## config.mk

```make
export PLATFORM = sky130hd
export DESIGN_NAME = lsu_mem_adapter
export DESIGN_NICKNAME = d
export VERILOG_FILES = /design/src/rtl/lsu_pkg.sv /design/src/rtl/lsu_byte_lane.sv /design/src/rtl/lsu_mem_adapter.sv
export SDC_FILE = /design/constraint.sdc
export NUM_CORES = 1
export LEC_CHECK = 0
export ABC_CLOCK_PERIOD_IN_PS = 2900
export CELL_PAD_IN_SITES_DETAIL_PLACEMENT = 1
export CELL_PAD_IN_SITES_GLOBAL_PLACEMENT = 2
export CORE_MARGIN = 5
export CORE_UTILIZATION = 30
export CTS_BUF_LIST = sky130_fd_sc_hd__clkbuf_16
export CTS_CLUSTER_SIZE = 28
export DETAILED_ROUTE_END_ITERATION = 7
export PLACE_DENSITY = 0.89
export SLEW_MARGIN = 25
export SYNTH_ARGS = -nofsm -noshare
export SYNTH_HDL_FRONTEND = slang
export SYNTH_HIERARCHICAL = 1
export SYNTH_SLANG_ARGS = --single-unit
export TNS_END_PERCENT = 50
```

## constraint.sdc

```tcl
create_clock -name clk -period 2.9 [get_ports clk]
set_input_delay 0.58 -clock clk [delete_from_list [all_inputs] [get_ports clk]]
set_output_delay 0.58 -clock clk [all_outputs]
set_load 0.01 [all_outputs]
```

## src/rtl/lsu_pkg.sv

```systemverilog
// Shared definitions for the load/store adapter: funct3 size codes,
// FSM state encoding and request legality helpers.
package lsu_pkg;

  localparam logic [2:0] F3_B  = 3'b000;
  localparam logic [2:0] F3_H  = 3'b001;
  localparam logic [2:0] F3_W  = 3'b010;
  localparam logic [2:0] F3_BU = 3'b100;
  localparam logic [2:0] F3_HU = 3'b101;

  typedef enum logic [1:0] {
    IDLE,
    ACCESS,
    WRITE,
    RESP
  } state_t;

  // Unsupported size codes, plus unsigned sizes on a store.
  function automatic logic is_illegal(input logic we, input logic [2:0] funct3);
    case (funct3)
      F3_B, F3_H, F3_W: return 1'b0;
      F3_BU, F3_HU:     return we;
      default:          return 1'b1;
    endcase
  endfunction

  // Halfword needs addr[0]=0, word needs addr[1:0]=0.
  function automatic logic is_misaligned(input logic [2:0] funct3, input logic [1:0] low);
    case (funct3)
      F3_H, F3_HU: return low[0];
      F3_W:        return |low;
      default:     return 1'b0;
    endcase
  endfunction

  // Clears the address bits below the access size.
  function automatic logic [1:0] align_low(input logic [2:0] funct3, input logic [1:0] low);
    case (funct3)
      F3_H, F3_HU: return {low[1], 1'b0};
      F3_W:        return 2'b00;
      default:     return low;
    endcase
  endfunction

endpackage

```

## src/rtl/lsu_byte_lane.sv

```systemverilog
// Combinational byte-lane unit: extracts and extends load data from a
// memory word, and builds the merged word for sub-word stores.
module lsu_byte_lane
  import lsu_pkg::*;
(
  input  logic [2:0]  funct3,
  input  logic [1:0]  addr,
  input  logic [31:0] word,
  input  logic [31:0] wdata,
  output logic [31:0] load_data,
  output logic [31:0] merged
);

  logic [7:0]  byte_sel;
  logic [15:0] half_sel;

  // Select the addressed byte/half and sign- or zero-extend it.
  always_comb begin
    byte_sel  = word[7:0];
    case (addr)
      2'd0: byte_sel = word[7:0];
      2'd1: byte_sel = word[15:8];
      2'd2: byte_sel = word[23:16];
      2'd3: byte_sel = word[31:24];
      default: byte_sel = word[7:0];
    endcase
    half_sel  = addr[1] ? word[31:16] : word[15:0];
    load_data = '0;
    case (funct3)
      F3_B:    load_data = {{24{byte_sel[7]}}, byte_sel};
      F3_H:    load_data = {{16{half_sel[15]}}, half_sel};
      F3_W:    load_data = word;
      F3_BU:   load_data = {24'd0, byte_sel};
      F3_HU:   load_data = {16'd0, half_sel};
      default: load_data = '0;
    endcase
  end

  // Replace the addressed lane(s) of the current word with store data.
  always_comb begin
    merged = word;
    case (funct3)
      F3_B: begin
        case (addr)
          2'd0: merged[7:0]   = wdata[7:0];
          2'd1: merged[15:8]  = wdata[7:0];
          2'd2: merged[23:16] = wdata[7:0];
          2'd3: merged[31:24] = wdata[7:0];
          default: merged = word;
        endcase
      end
      F3_H: begin
        if (addr[1]) merged[31:16] = wdata[15:0];
        else         merged[15:0]  = wdata[15:0];
      end
      F3_W:    merged = wdata;
      default: merged = word;
    endcase
  end

endmodule

```

## src/rtl/lsu_mem_adapter.sv

```systemverilog
// RV32 load/store adapter in front of a word-addressed memory with
// async read / sync write. Sub-word stores use read-modify-write.
// Build option LSU_MISALIGN_CHECK_EN: when defined, misaligned H/W
// accesses are rejected with rsp_err; otherwise low bits are cleared.
module lsu_mem_adapter
  import lsu_pkg::*;
#(
  parameter int DATA_WIDTH = 32,
  parameter int ADDR_WIDTH = 5
) (
  input  logic                  clk,
  input  logic                  rst_n,
  input  logic                  req_valid,
  output logic                  req_ready,
  input  logic                  req_we,
  input  logic [2:0]            req_funct3,
  input  logic [31:0]           req_addr,
  input  logic [DATA_WIDTH-1:0] req_wdata,
  output logic                  rsp_valid,
  output logic [DATA_WIDTH-1:0] rsp_rdata,
  output logic                  rsp_err,
  output logic                  mem_write,
  output logic [ADDR_WIDTH-1:0] mem_addr,
  output logic [DATA_WIDTH-1:0] mem_wdata,
  input  logic [DATA_WIDTH-1:0] mem_rdata
);

  state_t                state, next_state;
  logic                  we_q;
  logic [2:0]            funct3_q;
  logic [ADDR_WIDTH+1:0] addr_q;
  logic [DATA_WIDTH-1:0] wdata_q;
  logic [DATA_WIDTH-1:0] merged_q;
  logic [DATA_WIDTH-1:0] load_val;
  logic [DATA_WIDTH-1:0] merged_val;
  logic                  req_err;
  logic [1:0]            low_bits;
  logic                  write_en;
  logic                  unused_addr_hi;

  // Byte-address bits above the memory depth are ignored (address wrap).
  assign unused_addr_hi = ^req_addr[31:ADDR_WIDTH+2];

`ifdef LSU_MISALIGN_CHECK_EN
  assign req_err  = is_illegal(req_we, req_funct3) | is_misaligned(req_funct3, req_addr[1:0]);
  assign low_bits = req_addr[1:0];
`else
  assign req_err  = is_illegal(req_we, req_funct3);
  assign low_bits = align_low(req_funct3, req_addr[1:0]);
`endif

  assign mem_addr = addr_q[ADDR_WIDTH+1:2];
  // Gated by rst_n so an asserted reset suppresses the pending write at
  // the very edge it is sampled; an interrupted SB/SH leaves memory intact.
  assign mem_write = write_en & rst_n;

  lsu_byte_lane u_lane (
    .funct3    (funct3_q),
    .addr      (addr_q[1:0]),
    .word      (mem_rdata),
    .wdata     (wdata_q),
    .load_data (load_val),
    .merged    (merged_val)
  );

  // State register.
  always_ff @(posedge clk) begin
    if (!rst_n) state <= IDLE;
    else        state <= next_state;
  end

  // Next-state and memory-side control.
  always_comb begin
    next_state = state;
    req_ready  = 1'b0;
    write_en   = 1'b0;
    mem_wdata  = '0;
    case (state)
      IDLE: begin
        req_ready = 1'b1;
        if (req_valid) next_state = req_err ? RESP : ACCESS;
      end
      ACCESS: begin
        if (!we_q) begin
          next_state = RESP;
        end else if (funct3_q == F3_W) begin
          write_en   = 1'b1;
          mem_wdata  = wdata_q;
          next_state = RESP;
        end else begin
          next_state = WRITE;
        end
      end
      WRITE: begin
        write_en   = 1'b1;
        mem_wdata  = merged_q;
        next_state = RESP;
      end
      RESP:    next_state = IDLE;
      default: next_state = IDLE;
    endcase
  end

  // Request latch, load result and merged-word registers.
  always_ff @(posedge clk) begin
    if (!rst_n) begin
      we_q      <= 1'b0;
      funct3_q  <= '0;
      addr_q    <= '0;
      wdata_q   <= '0;
      merged_q  <= '0;
      rsp_valid <= 1'b0;
      rsp_rdata <= '0;
      rsp_err   <= 1'b0;
    end else begin
      rsp_valid <= (next_state == RESP);
      case (state)
        IDLE: begin
          if (req_valid) begin
            we_q      <= req_we;
            funct3_q  <= req_funct3;
            addr_q    <= {req_addr[ADDR_WIDTH+1:2], low_bits};
            wdata_q   <= req_wdata;
            rsp_rdata <= '0;
            rsp_err   <= req_err;
          end
        end
        ACCESS: begin
          if (!we_q) rsp_rdata <= load_val;
          else       merged_q  <= merged_val;
        end
        default: ;
      endcase
    end
  end

endmodule

```

# After elaboration in Yosys (flattened, before gate mapping)
# Index checks and enable logic that the tools add are counted.
[word_totals] regBits=111 in_bits=103 out_inout_bits=73 wordCells=65
[classes] n_eq_ne=17 n_mux=27 n_bitwise=1 n_reduce_logical=11
[ops] operator="one-hot mux 32 bit (5 select lines)" count=1
[ops] operator="two-way mux 32 bit" count=4
[ops] operator="one-hot mux 32 bit (2 select lines)" count=2
[ops] operator="one-hot mux 32 bit (3 select lines)" count=1
[ops] operator="two-way mux 16 bit" count=3
[ops] operator="two-way mux 8 bit" count=4
[ops] operator="one-hot mux 8 bit (4 select lines)" count=1
[ops] operator="== test 3 bit (second input constant)" count=4
[ops] operator="== test 2 bit (second input constant)" count=5
[ops] operator="one-hot mux 2 bit (4 select lines)" count=1
[ops] operator="== test 3 x 1 -> 1 bit (second input constant)" count=2
[ops] operator="== test 3 x 2 -> 1 bit (second input constant)" count=2
[ops] operator="logical NOT 3 bit" count=2
[ops] operator="two-way mux 1 bit" count=5
[ops] operator="== test 2 x 1 -> 1 bit (second input constant)" count=2
[ops] operator="logical NOT 2 bit" count=2
[ops] operator="two-way mux 2 bit" count=2
[ops] operator="!= test 2 bit (second input constant)" count=2
[ops] operator="one-hot mux 1 bit (2 select lines)" count=2
[ops] operator="one-hot mux 2 bit (2 select lines)" count=1
[ops] operator="AND reduction 2 bit" count=2
[ops] operator="OR reduction 2 bit" count=2
[ops] operator="AND reduction 3 bit" count=1
[ops] operator="OR reduction 3 bit" count=1
[ops] operator="other kinds (2)" count=2

# Depth between registers and ports, before layout
[logic_depth] ltp_word=7 ltp_mapped=9 depth_no_buf=6

# Cells and area by module
# Netlist, hierarchy kept.
[modules_own_cells] module="lsu_mem_adapter" n_inst=1 cells_each=553 area_per_inst_um2=4760.8 seq_area_each_um2=2222.1
[modules_own_cells] module="lsu_byte_lane" n_inst=1 cells_each=216 area_per_inst_um2=1515.2 seq_area_each_um2=0.0

# Worst setup path after synthesis
# No wires, ideal clock.
[synth_path] path_kind="flip-flop to output port" startpoint="register state[1]" endpoint="output port mem_wdata[0]" t_arrival_ns=1.643 required_time_ns=2.320 slack_ns=0.677 stages_incl_launch_ff=10 n_path_buf=4 path_cell_list="dfxtp_1 -> inv_1 -> ha_1 -> buf_6 -> and2_1 -> buf_6 -> and3_4 -> buf_6 -> buf_6 -> a22o_1"
[synth_between] elab_chain_cells=2 word_cells_on_any_way=3 classes_between="2 x eq/ne; 1 x mux"
[synth_lines] element="from (decl)" line="lsu_mem_adapter.sv:28" source="state_t state, next_state;"
[synth_lines] element="from (signal assigned)" line="lsu_mem_adapter.sv:69" source="else state <= next_state;"
[synth_lines] element="== test 2 bit or == test 2 x 1 -> 1 bit (tied branches)" line="lsu_mem_adapter.sv:78" source="case (state)"
[synth_lines] element="one-hot mux 32 bit (2 select lines) (*)" line="lsu_mem_adapter.sv:78"
[synth_lines] element="to (decl)" line="lsu_mem_adapter.sv:24" source="output logic [DATA_WIDTH-1:0] mem_wdata,"
# Mark *: on every way between the ends. The rest lies on a longest branch, timed or not.

# Final worst setup path
[layout_path] startpoint="register state[1]" endpoint="output port mem_wdata[13]"
# The elaborated chain is that of the path after synthesis.

==> flow_summary.toml <==
[clock_tree]
htree_levels = 3
clk_root_buffer_cell = "clkbuf_16"
ctsHoldBuffers = 0
clk_path_buf_depth = 2
path_clk_slew_ps = 70
cts_sinks = 111
clk_latency_ps = 370
cts_buffers = 9
cts_tree = "done"

[yosys]
synth_compound_area_share_pct = 25.7
synth_ff_type = "dfxtp_1"
synthAdderAreaFrac_pct = 0.598
synthArstFlopShare_pct = 0
yosysWarnings = 6
postSynthCellCount = 769
synth_top_family_by_area = "compound AO/OA/AOI/OAI gates"
syn_area_um2 = 6280
synth.area.mux_share_pct = 9.29
syn_area_per_cell_um2 = 8.16
synth.distinct_cells = 57
synth_seq_area_share_pct = 35.4
synth_edf_count = 0
ys_ff_latch = 111
synth_xor_area_share_pct = 0
synth-simple-area-share_pct = 21.6
syn_nets = 875

[layout]
final_util_pct = 40.2
n_antenna_cell = 0
mostFrequentLayoutCells = "202 x nand2_1, 131 x clkdlybuf4s50_1, 110 x dfxtp_1, 74 x a21boi_0, 54 x nand3_1"
finalNetCount = 990
design_area_um2 = 8360
area_growth_pct = 33.3
layout-drive-gt1-share_pct = 9.34
final_common_cell = "nand2_1"

[route]
routedWlPerCell_um = 20.3
drc = 0
vias_per_cell = 5.29
wl_um = 23700
vias = 6159
antenna_left = 0
drt_pass1_iterations = 5
drt_iter0_markers = 376

[worst_setup_path]
cp.arrival_ps = 2300
cp-start-kind = "flop"
reg2reg_slack_ps = 660
critical_path_peak_fanout = 8
critical_path_class = "flop to primary output"
endpoint_kind = "primary output"
worstPathRequired_ps = 2320

[global_routing]
grt_start_max_net_pins = 76
antenna_found_initial = 0
first_global_vias = 6148
grt_use_total_pct = 19.0
grt_pass1_wl_um = 35700
grt-ovfl-total = 0

[pwr]
peakVddDrop_uv = 373
p_leak_nw = 3.28
power_density_nw_per_um2 = 685
report.power.total_mw = 5.73

[die]
rows = 53
die_h_um = 155
fp.dieArea_um2 = 23900
num_io_pins = 176
die_width_um = 155
coreArea_um2 = 20800
initial_utilization_pct = 30.1

[place]
pre_cts_ws_ps = 198
hpwlAfterDp_um = 16500
place_area_um2 = 7900
numPortBuffers = 150
place.gp.congestion = 0.866

[outcome]
status = "finished, final reports clean"

[hold_path]
min_path_type = "flop to flop"

[sta]
worst_pin_slew_ps = 723
slew_violations = 0
hold_viol = 0
fin_worst_skew_ps = 10.4
setup_ws_ps = 20.7
setup-tns-final_ps = 0
max_slew_margin_pct = 51.8
setup_viol = 0
post-route-period-util_pct = 99.3
period_needed_ps = 2880
max_freq_mhz = 347

[flow_run]
drv_cap = 0
==> kinds of logic (layout without fill, tap and decap cells) <==
group	count (synthesis)	count (layout)
adder cells (fa/ha/maj)	3	3
buffers and inverters	86	203
flip-flops	111	111
AND/OR/NAND/NOR	306	309
multiplexers	56	56
AO/OA/AOI/OAI	207	207
==> registers in the layout, summed over array words and instances, names as in the netlist <==
signal and count:
we_q 1, state 2, wdata_q 32, rsp_rdata 32
merged_q 32, addr_q 7, rsp_err 1, rsp_valid 1
funct3_q 3
==> metal layers <==
layer  track usage, %  wire, µm
met1             26.2     10900
met2             30.2     10900
met3             4.17      1410
met4             5.17       477
met5                0         0
==> critical path: stages, from the launching register on <==
cell,delay (ps)
dfxtp_2,340
inv_1,140
ha_2,220
and2_4,210
and3_4,280
a22o_1,200
clkdlybuf4s50_1,540
==> final timing paths <==
path / startpoint / end / depth (start not counted)
setup / recovery: state[1] / mem_wdata[13] / 6
hold / removal: rsp_rdata[19] / rsp_rdata[19] / 2
setup reg to reg: funct3_q[0] / merged_q[21] / 7
hold reg to reg: rsp_rdata[19] / rsp_rdata[19] / 2
==> layout make-up <==
cell class,instances,area (µm²)
clock buffer,9,225
clock inverter,7,70.1
fill,2483,12500
inverter,11,41.3
multi-input combinational,575,3660
sequential,111,2220
tap,275,344
timing repair buffer,176,1800
==> report_power, final <==
part	internal [mW]	leakage [nW]	switching, mW	total [mW]
clock	0.675	0.152	0.618	1.29
sequential	1.75	0.902	0.226	1.98
combinational	1.10	2.22	1.35	2.45
total	3.53	3.28	2.20	5.73
==> stage by stage <==
stage | hold WS (ps) | cells
floorplan | 443 | 769
global placement | 443 | 1139
detailed placement | 453 | 1139
CTS | 464 | 1158
global route | 488 | 1164
finish | 461 | 1164
==> cell usage after synthesis, drive strengths merged (9+ instances only) <==
master  instances  area share (%)
a21o           10             1.2
mux2           15             2.8
clkbuf         37             2.2
nor2           16             1.0
a22o           40             5.6
a22oi           9             1.2
mux2i          41             6.5
nand2         202              12
o21ai          15             1.4
inv            11            0.66
a21boi         74             8.9
dfxtp         111              35
buf            38             4.5
nand3          54             4.3
o211ai          9             1.1
a21oi          10            0.98
==> repair_timing <==
item                                    CTS  global route
buffers inserted                          0             5
pin swaps                                 3             1
hold endpoints to repair                  0             0
resized for setup                        17            17
endpoints found under the setup margin   33            29
cloned                                    3             1
Note: power is estimated with default switching activity, not from simulation.
